===== src/rtl/cu_pkg.sv =====
// Shared types and encodings for the multicycle control unit and its decoder.
package cu_pkg;

    typedef enum logic [2:0] {
        ST_FETCH,
        ST_DECODE,
        ST_EXEC,
        ST_MEM,
        ST_RETIRE
    } state_t;

    typedef enum logic [2:0] {
        CL_ALU,
        CL_LOAD,
        CL_STORE,
        CL_JUMP1,
        CL_JUMP2,
        CL_BZ,
        CL_BNZ,
        CL_ILLEGAL
    } class_t;

    localparam logic [4:0] OPC_LOAD  = 5'b11111;
    localparam logic [4:0] OPC_STORE = 5'b00000;
    localparam logic [4:0] OPC_JUMP1 = 5'b11001;
    localparam logic [4:0] OPC_JUMP2 = 5'b11010;
    localparam logic [4:0] OPC_BZ    = 5'b11011;
    localparam logic [4:0] OPC_BNZ   = 5'b11100;

    localparam logic [2:0] PC_NEXT      = 3'b000;
    localparam logic [2:0] PC_JUMP1     = 3'b001;
    localparam logic [2:0] PC_JUMP2     = 3'b010;
    localparam logic [2:0] PC_BZ_TAKEN  = 3'b011;
    localparam logic [2:0] PC_BNZ_TAKEN = 3'b100;

    localparam logic [4:0] ALU_OP_SUB = 5'b00001;

endpackage


===== src/rtl/multicycle_control_unit_decoder.sv =====
// Combinational instruction classifier: splits a fetched word into class and operand fields.
module instr_decoder
    import cu_pkg::*;
#(
    parameter int DMEM_AW = 16,
    parameter bit BNZ_EN  = 1'b0
) (
    input  logic [31:0]        instr,
    output logic [2:0]         cls,
    output logic [4:0]         op,
    output logic [4:0]         wadd,
    output logic [4:0]         radd0,
    output logic [4:0]         radd1,
    output logic               cin,
    output logic [DMEM_AW-1:0] mem_addr
);

    logic unused_bits;
    assign unused_bits = ^instr;

    always_comb begin
        cls      = CL_ILLEGAL;
        op       = instr[30:26];
        wadd     = 5'd0;
        radd0    = 5'd0;
        radd1    = 5'd0;
        cin      = 1'b0;
        mem_addr = instr[DMEM_AW+1:2];
        if (!instr[31]) begin
            cls   = CL_ALU;
            wadd  = instr[25:21];
            radd0 = instr[20:16];
            radd1 = instr[15:11];
            cin   = instr[10];
        end else begin
            case (instr[30:26])
                OPC_LOAD: begin
                    cls  = CL_LOAD;
                    wadd = instr[25:21];
                end
                OPC_STORE: begin
                    cls   = CL_STORE;
                    radd0 = instr[20:16];
                end
                OPC_JUMP1: cls = CL_JUMP1;
                OPC_JUMP2: cls = CL_JUMP2;
                OPC_BZ: begin
                    cls   = CL_BZ;
                    radd0 = instr[20:16];
                    radd1 = instr[15:11];
                end
                OPC_BNZ: begin
                    // Opcode is only recognised when the branch option is built in.
                    if (BNZ_EN) begin
                        cls   = CL_BNZ;
                        radd0 = instr[20:16];
                        radd1 = instr[15:11];
                    end
                end
                default: cls = CL_ILLEGAL;
            endcase
        end
    end

endmodule


===== src/rtl/multicycle_control_unit.sv =====
// Five-state multicycle sequencer: fetch handshake, decode, ALU/branch execute, data-memory access, retire.
// state     | meaning
// FETCH     | ready for an instruction, idle
// DECODE    | register addresses driven
// EXEC      | ALU enabled, branch zero flag sampled
// MEM       | memory enable held until ack or timeout
// RETIRE    | PC strobe and optional register write
module multicycle_control_unit
    import cu_pkg::*;
#(
    parameter int DMEM_AW     = 16,
    parameter int MEM_TIMEOUT = 15,
    parameter bit BNZ_EN      = 1'b0
) (
    input  logic               clk,
    input  logic               rst,
    input  logic [31:0]        instr,
    input  logic               instr_valid,
    output logic               instr_ready,
    input  logic               alu_zero,
    input  logic               dmem_ack,
    output logic [4:0]         reg_radd0,
    output logic [4:0]         reg_radd1,
    output logic [4:0]         reg_wadd,
    output logic               reg_file_write_en,
    output logic               reg_wsel,
    output logic [4:0]         alu_opcode,
    output logic               alu_cin,
    output logic               alu_en,
    output logic [DMEM_AW-1:0] data_mem_add,
    output logic               data_mem_read_en,
    output logic               data_mem_write_en,
    output logic [2:0]         pc_control,
    output logic               pc_en,
    output logic               illegal,
    output logic               busy
);

    localparam logic [7:0] CNT_INIT = 8'(MEM_TIMEOUT - 1);

    logic [2:0]         dec_cls;
    logic [4:0]         dec_op, dec_wadd, dec_radd0, dec_radd1;
    logic               dec_cin;
    logic [DMEM_AW-1:0] dec_addr;
    class_t             dec_class;

    instr_decoder #(.DMEM_AW(DMEM_AW), .BNZ_EN(BNZ_EN)) u_dec (
        .instr    (instr),
        .cls      (dec_cls),
        .op       (dec_op),
        .wadd     (dec_wadd),
        .radd0    (dec_radd0),
        .radd1    (dec_radd1),
        .cin      (dec_cin),
        .mem_addr (dec_addr)
    );
    assign dec_class = class_t'(dec_cls);

    state_t             state_q, state_d;
    class_t             cls_q, cls_d;
    logic [4:0]         op_q, op_d;
    logic               cin_q, cin_d;
    logic [7:0]         cnt_q, cnt_d;
    logic [4:0]         radd0_q, radd0_d, radd1_q, radd1_d, wadd_q, wadd_d;
    logic               reg_we_q, reg_we_d, reg_wsel_q, reg_wsel_d;
    logic [4:0]         alu_opcode_q, alu_opcode_d;
    logic               alu_cin_q, alu_cin_d, alu_en_q, alu_en_d;
    logic [DMEM_AW-1:0] dmem_add_q, dmem_add_d;
    logic               rd_en_q, rd_en_d, wr_en_q, wr_en_d;
    logic [2:0]         pc_control_q, pc_control_d;
    logic               pc_en_q, pc_en_d, illegal_q, illegal_d;
    logic               busy_q, busy_d, instr_ready_q, instr_ready_d;

    // Outputs are computed for the state being entered, so every output is a flop.
    always_comb begin
        state_d       = state_q;
        cls_d         = cls_q;
        op_d          = op_q;
        cin_d         = cin_q;
        cnt_d         = cnt_q;
        radd0_d       = radd0_q;
        radd1_d       = radd1_q;
        wadd_d        = wadd_q;
        dmem_add_d    = dmem_add_q;
        illegal_d     = illegal_q;
        instr_ready_d = 1'b0;
        busy_d        = 1'b1;
        alu_en_d      = 1'b0;
        alu_opcode_d  = 5'd0;
        alu_cin_d     = 1'b0;
        rd_en_d       = 1'b0;
        wr_en_d       = 1'b0;
        pc_en_d       = 1'b0;
        pc_control_d  = PC_NEXT;
        reg_we_d      = 1'b0;
        reg_wsel_d    = 1'b0;
        unique case (state_q)
            ST_FETCH: begin
                if (instr_valid && instr_ready_q) begin
                    state_d = ST_DECODE;
                    cls_d   = dec_class;
                    op_d    = dec_op;
                    cin_d   = dec_cin;
                    radd0_d = dec_radd0;
                    radd1_d = dec_radd1;
                    wadd_d  = dec_wadd;
                    if (dec_class == CL_LOAD || dec_class == CL_STORE) dmem_add_d = dec_addr;
                end else begin
                    instr_ready_d = 1'b1;
                    busy_d        = 1'b0;
                end
            end
            ST_DECODE: begin
                case (cls_q)
                    CL_ALU, CL_BZ, CL_BNZ: begin
                        state_d      = ST_EXEC;
                        alu_en_d     = 1'b1;
                        alu_opcode_d = (cls_q == CL_ALU) ? op_q : ALU_OP_SUB;
                        alu_cin_d    = (cls_q == CL_ALU) && cin_q;
                    end
                    CL_LOAD, CL_STORE: begin
                        state_d = ST_MEM;
                        cnt_d   = CNT_INIT;
                        rd_en_d = (cls_q == CL_LOAD);
                        wr_en_d = (cls_q == CL_STORE);
                    end
                    default: begin
                        state_d      = ST_RETIRE;
                        pc_en_d      = 1'b1;
                        pc_control_d = (cls_q == CL_JUMP1) ? PC_JUMP1 :
                                       (cls_q == CL_JUMP2) ? PC_JUMP2 : PC_NEXT;
                        illegal_d    = illegal_q || (cls_q == CL_ILLEGAL);
                    end
                endcase
            end
            ST_EXEC: begin
                state_d  = ST_RETIRE;
                pc_en_d  = 1'b1;
                reg_we_d = (cls_q == CL_ALU);
                if (cls_q == CL_BZ && alu_zero)        pc_control_d = PC_BZ_TAKEN;
                else if (cls_q == CL_BNZ && !alu_zero) pc_control_d = PC_BNZ_TAKEN;
            end
            ST_MEM: begin
                if (dmem_ack) begin
                    state_d    = ST_RETIRE;
                    pc_en_d    = 1'b1;
                    reg_we_d   = (cls_q == CL_LOAD);
                    reg_wsel_d = (cls_q == CL_LOAD);
                end else if (cnt_q == 8'd0) begin
                    // Memory never answered: abandon the access and flag it.
                    state_d   = ST_RETIRE;
                    pc_en_d   = 1'b1;
                    illegal_d = 1'b1;
                end else begin
                    cnt_d   = cnt_q - 8'd1;
                    rd_en_d = rd_en_q;
                    wr_en_d = wr_en_q;
                end
            end
            ST_RETIRE: begin
                state_d       = ST_FETCH;
                instr_ready_d = 1'b1;
                busy_d        = 1'b0;
            end
            default: state_d = ST_FETCH;
        endcase
    end

    always_ff @(posedge clk) begin
        if (rst) begin
            state_q       <= ST_FETCH;
            cls_q         <= CL_ALU;
            op_q          <= 5'd0;
            cin_q         <= 1'b0;
            cnt_q         <= 8'd0;
            radd0_q       <= 5'd0;
            radd1_q       <= 5'd0;
            wadd_q        <= 5'd0;
            reg_we_q      <= 1'b0;
            reg_wsel_q    <= 1'b0;
            alu_opcode_q  <= 5'd0;
            alu_cin_q     <= 1'b0;
            alu_en_q      <= 1'b0;
            dmem_add_q    <= '0;
            rd_en_q       <= 1'b0;
            wr_en_q       <= 1'b0;
            pc_control_q  <= PC_NEXT;
            pc_en_q       <= 1'b0;
            illegal_q     <= 1'b0;
            busy_q        <= 1'b0;
            instr_ready_q <= 1'b1;
        end else begin
            state_q       <= state_d;
            cls_q         <= cls_d;
            op_q          <= op_d;
            cin_q         <= cin_d;
            cnt_q         <= cnt_d;
            radd0_q       <= radd0_d;
            radd1_q       <= radd1_d;
            wadd_q        <= wadd_d;
            reg_we_q      <= reg_we_d;
            reg_wsel_q    <= reg_wsel_d;
            alu_opcode_q  <= alu_opcode_d;
            alu_cin_q     <= alu_cin_d;
            alu_en_q      <= alu_en_d;
            dmem_add_q    <= dmem_add_d;
            rd_en_q       <= rd_en_d;
            wr_en_q       <= wr_en_d;
            pc_control_q  <= pc_control_d;
            pc_en_q       <= pc_en_d;
            illegal_q     <= illegal_d;
            busy_q        <= busy_d;
            instr_ready_q <= instr_ready_d;
        end
    end

    assign instr_ready       = instr_ready_q;
    assign reg_radd0         = radd0_q;
    assign reg_radd1         = radd1_q;
    assign reg_wadd          = wadd_q;
    assign reg_file_write_en = reg_we_q;
    assign reg_wsel          = reg_wsel_q;
    assign alu_opcode        = alu_opcode_q;
    assign alu_cin           = alu_cin_q;
    assign alu_en            = alu_en_q;
    assign data_mem_add      = dmem_add_q;
    assign data_mem_read_en  = rd_en_q;
    assign data_mem_write_en = wr_en_q;
    assign pc_control        = pc_control_q;
    assign pc_en             = pc_en_q;
    assign illegal           = illegal_q;
    assign busy              = busy_q;

endmodule


===== config.mk =====
export PLATFORM = sky130hd
export DESIGN_NAME = multicycle_control_unit
export DESIGN_NICKNAME = d
export VERILOG_FILES = /design/src/rtl/cu_pkg.sv /design/src/rtl/multicycle_control_unit_decoder.sv /design/src/rtl/multicycle_control_unit.sv
export SDC_FILE = /design/constraint.sdc
export NUM_CORES = 1
export LEC_CHECK = 0
export ABC_AREA = 1
export CAP_MARGIN = 15
export CORE_UTILIZATION = 30
export CTS_CLUSTER_DIAMETER = 30
export DETAILED_ROUTE_END_ITERATION = 16
export GPL_ROUTABILITY_DRIVEN = 1
export GPL_TIMING_DRIVEN = 0
export PLACE_DENSITY = 0.64
export SLEW_MARGIN = 15
export SYNTH_ARGS = -nofsm -noshare
export SYNTH_HDL_FRONTEND = slang
export SYNTH_SLANG_ARGS = --single-unit

===== constraint.sdc =====
create_clock -name clk -period 1.8 [get_ports clk]
set_input_delay 0.18 -clock clk [delete_from_list [all_inputs] [get_ports clk]]
set_output_delay 0.18 -clock clk [all_outputs]
set_load 0.1 [all_outputs]

# --- Word-level counts from Yosys, hierarchy flattened ---
# Index checks and enable logic that the tools add are counted.
totals:
  regBits: 69
  inputBits: 37
  out_inout_bits: 49
  wordCells: 122
classes:
  addsub: 1
  n_eq_ne: 24
  mux: 46
  bitwise_logic: 4
  reduce_logical: 25
op_table:
  columns: ["operator", "n"]
  rows:
  - ["two-way mux 5 bit", 6]
  - ["two-way mux 8 bit", 3]
  - ["equality test 5 bit (second input constant)", 4]
  - ["two-way mux 3 bit", 6]
  - ["two-way mux 1 bit", 16]
  - ["case mux 8 bit (2 select lines)", 1]
  - ["equality test 3 x 2 -> 1 bit (second input constant)", 5]
  - ["equality test 3 bit (second input constant)", 5]
  - ["case mux 3 bit (5 select lines)", 1]
  - ["!= test 2 bit (second input constant)", 6]
  - ["case mux 1 bit (2 select lines)", 6]
  - ["case mux 3 bit (2 select lines)", 2]
  - ["case mux 3 bit (4 select lines)", 1]
  - ["equality test 3 x 1 -> 1 bit (second input constant)", 3]
  - ["logical NOT 8 bit", 1]
  - ["AND reduction 4 bit", 2]
  - ["OR reduction 2 bit", 4]
  - ["subtractor 8 x 1 -> 8 bit (second input constant)", 1]
  - ["logical NOT 3 bit", 2]
  - ["two-way mux 2 bit", 3]
  - ["OR reduction 3 bit", 2]
  - ["logical NOT 5 bit", 1]
  - ["OR reduction 5 bit", 1]
  - ["logical AND 1 bit", 4]
  - ["other kinds (9)", 14]

# --- Longest topological paths before layout ---
logic_depth:
  depth_word: 6
  depth_mapped: 10
  depth_no_buf: 10

# --- Hierarchy ---
# A second synthesis with hierarchy kept.
hier_totals:
  hier_cells: 437
  hier_area_um2: 3113.0
modules_own_cells:
  columns: ["mod", "instances", "cells_per_inst", "area_per_inst_um2", "seq_area_each_um2"]
  rows:
  - ["multicycle_control_unit", 1, 351, 2670.1, 1381.3]
  - ["instr_decoder", 1, 86, 442.9, 0.0]

# --- Least setup slack after synthesis ---
# Ideal clock, no wire load.
synth_timing:
  path_type: "reg-to-reg"
  startpoint: "register instr_ready_q (netlist: instr_ready)"
  endpoint: "register dmem_add_q[12] (netlist: data_mem_add[12])"
  setup_time_ns: 0.119
  t_arrival_ns: 1.752
  required_ns: 1.681
  slack_ns: -0.071
  stages_incl_launch_ff: 7
  n_path_buf: 1
  period_less_slack_ns: 1.871
  cell_sequence: "dfxtp_1 -> nand3_4 -> a21oi_4 -> buf_6 -> nand3_1 -> nand2_1 -> nor2_1"
synth_via:
  elab_chain_len: 2
synth_lines:
  columns: ["element", "line_no", "rtl"]
  rows:
  - ["from (decl)", "multicycle_control_unit.sv:72", "logic busy_q, busy_d, instr_ready_q, instr_ready_d;"]
  - ["from (signal assigned)", "multicycle_control_unit.sv:213", "instr_ready_q <= instr_ready_d;"]
  - ["logical AND 1 bit", "multicycle_control_unit.sv:99", "if (instr_valid && instr_ready_q) begin"]
  - ["AND reduction 3 bit (no source line)", null, null]
  - ["to (signal assigned)", "multicycle_control_unit.sv:206", "dmem_add_q <= dmem_add_d;"]
  - ["to (decl)", "multicycle_control_unit.sv:68", "logic [DMEM_AW-1:0] dmem_add_q, dmem_add_d;"]
# Every way passes these cells.
# A chain may end at the register's enable or synchronous reset.

# --- Final worst setup path ---
layout_timing:
  startpoint: "register radd1_q[4] (netlist: reg_radd1[4])"
  endpoint: "output port reg_radd1[4]"
layout_lines:
  columns: ["element", "line_no", "rtl"]
  rows:
  - ["from (decl)", "multicycle_control_unit.sv:64", "logic [4:0] radd0_q, radd0_d, radd1_q, radd1_d, wadd_q, wadd_d;"]
  - ["from (signal assigned)", "multicycle_control_unit.sv:199", "radd1_q <= radd1_d;"]
  - ["to (decl)", "multicycle_control_unit.sv:23", "output logic [4:0] reg_radd1,"]
# No word-level cell between the ends.

==> impl_metrics.toml <==
[setup_path]
path_depth = 1
reg2reg_slack_ns = 0.16
reg2regPathDepth = 8
max_stage_delay_ns = 0.86
worst_setup_path_startpoint = "reg_radd1[4]"
timing.rr.end = "cnt_q[6]"
cp_top_family = "buffers and inverters"
critPathArrivalTime_ns = 1.56
end_kind = "output pin"
crit_required_ns = 1.62
startpoint_type = "register"
cp_slowest_cell = "dlygate4sd2_1"
path_max_fanout = 2
crit_chain = "dlygate4sd2_1"
crit_end = "reg_radd1[4]"
crit_buf_inv = 1
r2r_start = "cls_q[0]"
path_class = "reg2out"

[global_routing]
grt_overflow = 0
grt_antenna_before_repair = 0
grt.total_usage = 0.169
grt_pass1_wl_microns = 13400
grt_start_max_net_pins = 12
grt_pass1_vias = 2844

[placed_design]
placed_area_sq_um = 3950
dp.cells = 612
dp_slack_ns = -0.208
port_buffers = 82
gp_congestion = 0.822
dpl.hpwl_microns = 5990

[synth]
synth_top_cell_by_area = "dfxtp_1"
yosysMostFrequentCell = "dfxtp_1"
synth-simple-area-share = 0.241
synth-edff-count = 0
yosys_warnings = 0
yosys-top-cells-area = "dfxtp_1 47%, a21oi_1 8.1%, nor2_1 7.2%"
syn_avg_cell_area_sq_um = 7.40
synth_compound_area_frac = 0.173
ys_seq_area_frac = 0.465
synth_cell_type_count = 31
synth_xor_area_frac = 0.00590
synth_top_family_by_area = "simple AND/OR/NAND/NOR gates"
synth_fa_ha_area_frac = 0.00843
syn-instance-count = 401
synth_mux_area_frac = 0
synthArstFlopShare = 0
synthesis.nets = 440
synthTopCellsByCount = "69 x dfxtp_1, 57 x nor2_1, 55 x inv_1, 54 x nand2_1, 48 x a21oi_1"
synth-main-ff-cell = "dfxtp_1"
netlist.area_leader.share = 0.465
ys_ff_latch = 69
syn_area_sq_um = 2970

[clock_network]
htree_levels = 3
cts_hold_buf = 0
post-cts-setup-buffers = 0
clk_path_buf_depth = 2
cts_sinks = 69
worst_skew_pair.late_latency_ns = 0.35
cts_tree = "yes"
cts_root_buf = "clkbuf_8"
cts_resized = 49
clk_pin_slew_ns = 0.07
cts_buffers = 9

[timing]
fin_crit_sh = 0.964
tightest_slew_ns = 0.983
drv_slew = 0
timing.hold.ws_ns = 0.222
fmax_ghz = 0.576
rsz0062_at_grt = "false"
tns_ns = 0
finalSetupViolations = 0
worst_slack_ns = 0.0639
slew_headroom = 0.347
hold_viol_final = 0
min_period_ns = 1.74
skew_ns = 0.00791

[detailed_routing]
ant_nets = 0
wl_per_cell_microns = 12.8
dr.pass1.iters = 4
via_count = 2885
wirelength_microns = 8030
drt-initial-drc-count = 98
viasPerCell = 4.59
route.detailed.drc = 0

[final_layout]
final_core_util = 0.436
final_area_sq_um = 4110
stdcell_count = 628
drive_gt1_frac = 0.0822
diodes = 0
nets = 533
fill_cells = 970
synthToLayoutAreaGrowth_pct = 38.3

[power]
power.density_nw_per_um2 = 1310
report.power.total_mw = 5.37
irDropWorstVdd_v = 0.000755
p_leak_nw = 1.93

[die]
start_util = 0.315
die_h_microns = 101
die_area_sq_um = 10300
ios = 86
rows = 35
die_w_microns = 101
fp.coreArea_sq_um = 9420

[job]
max_cap_violations = 0

[hold_path]
hold_path.class = "in2reg"

[outcome]
status = "finished clean"
## sequential cells by signal, indices dropped and copies added (netlist names), 3 cells and up
signal / cells
state_q: 3
data_mem_add: 16
reg_wadd: 5
pc_control: 3
cls_q: 3
reg_radd1: 5
cnt_q: 8
alu_opcode: 5
reg_radd0: 5
op_q: 5
## worst min path at each step
stage	startpoint	to	slack [ns]	depth (start not counted)
final	rst	cnt_q[5]	0.22	2
after global routing	rst	cnt_q[5]	0.25	2
after CTS	rst	cnt_q[5]	0.21	2
after detailed placement	op_q[2]	alu_opcode[2]	0.43	2
after global placement	op_q[1]	alu_opcode[1]	0.43	2
after floorplan	alu_zero	pc_control[2]	0.26	1
## cells by family (layout without fill, tap and decap cells)
kind of cell | after synthesis | in the layout
buffers and inverters | 74 | 172
xor gates and xnor gates | 2 | 2
adders and majority gates | 2 | 2
AOI/OAI and AO/OA | 93 | 93
and+or+nand+nor | 161 | 161
DFF | 69 | 69
## final cells by class
cell class,instances,area (sq um),share of cell area
plain buffers,16,100,0.0244
well taps,129,161,0.0393
multi-input cells,258,1270,0.309
inverters,58,218,0.0530
clock buffers,13,169,0.0411
clock inverters,3,42.5,0.0104
repair buffers,82,764,0.186
flip-flops and latches,69,1380,0.337
## layer usage
layer | share of wire | track usage
met5 | 0 | 0
met1 | 0.45 | 0.205
met4 | 0.0087 | 0.0502
met2 | 0.49 | 0.280
met3 | 0.059 | 0.0607
## where the power goes
part	internal [mW]	switching, mW
Combinational	0.488	1.68
Sequential	1.75	0.126
Clock	0.752	0.572
Total	2.99	2.38
## placed cells by master, fill, tap and decap left out, drive strengths merged, types with 20 or more instances in the layout
| master | Yosys | routed |
|---|---|---|
| clkbuf | 7 | 20 |
| a21oi | 51 | 51 |
| dlygate4sd2 | 0 | 45 |
| nand3 | 33 | 33 |
| inv | 57 | 57 |
| dfxtp | 69 | 69 |
| o21ai | 30 | 30 |
| clkdlybuf4s50 | 0 | 33 |
| nor2 | 59 | 59 |
| nand2 | 58 | 58 |
Note: power is estimated with default switching activity, not from simulation.
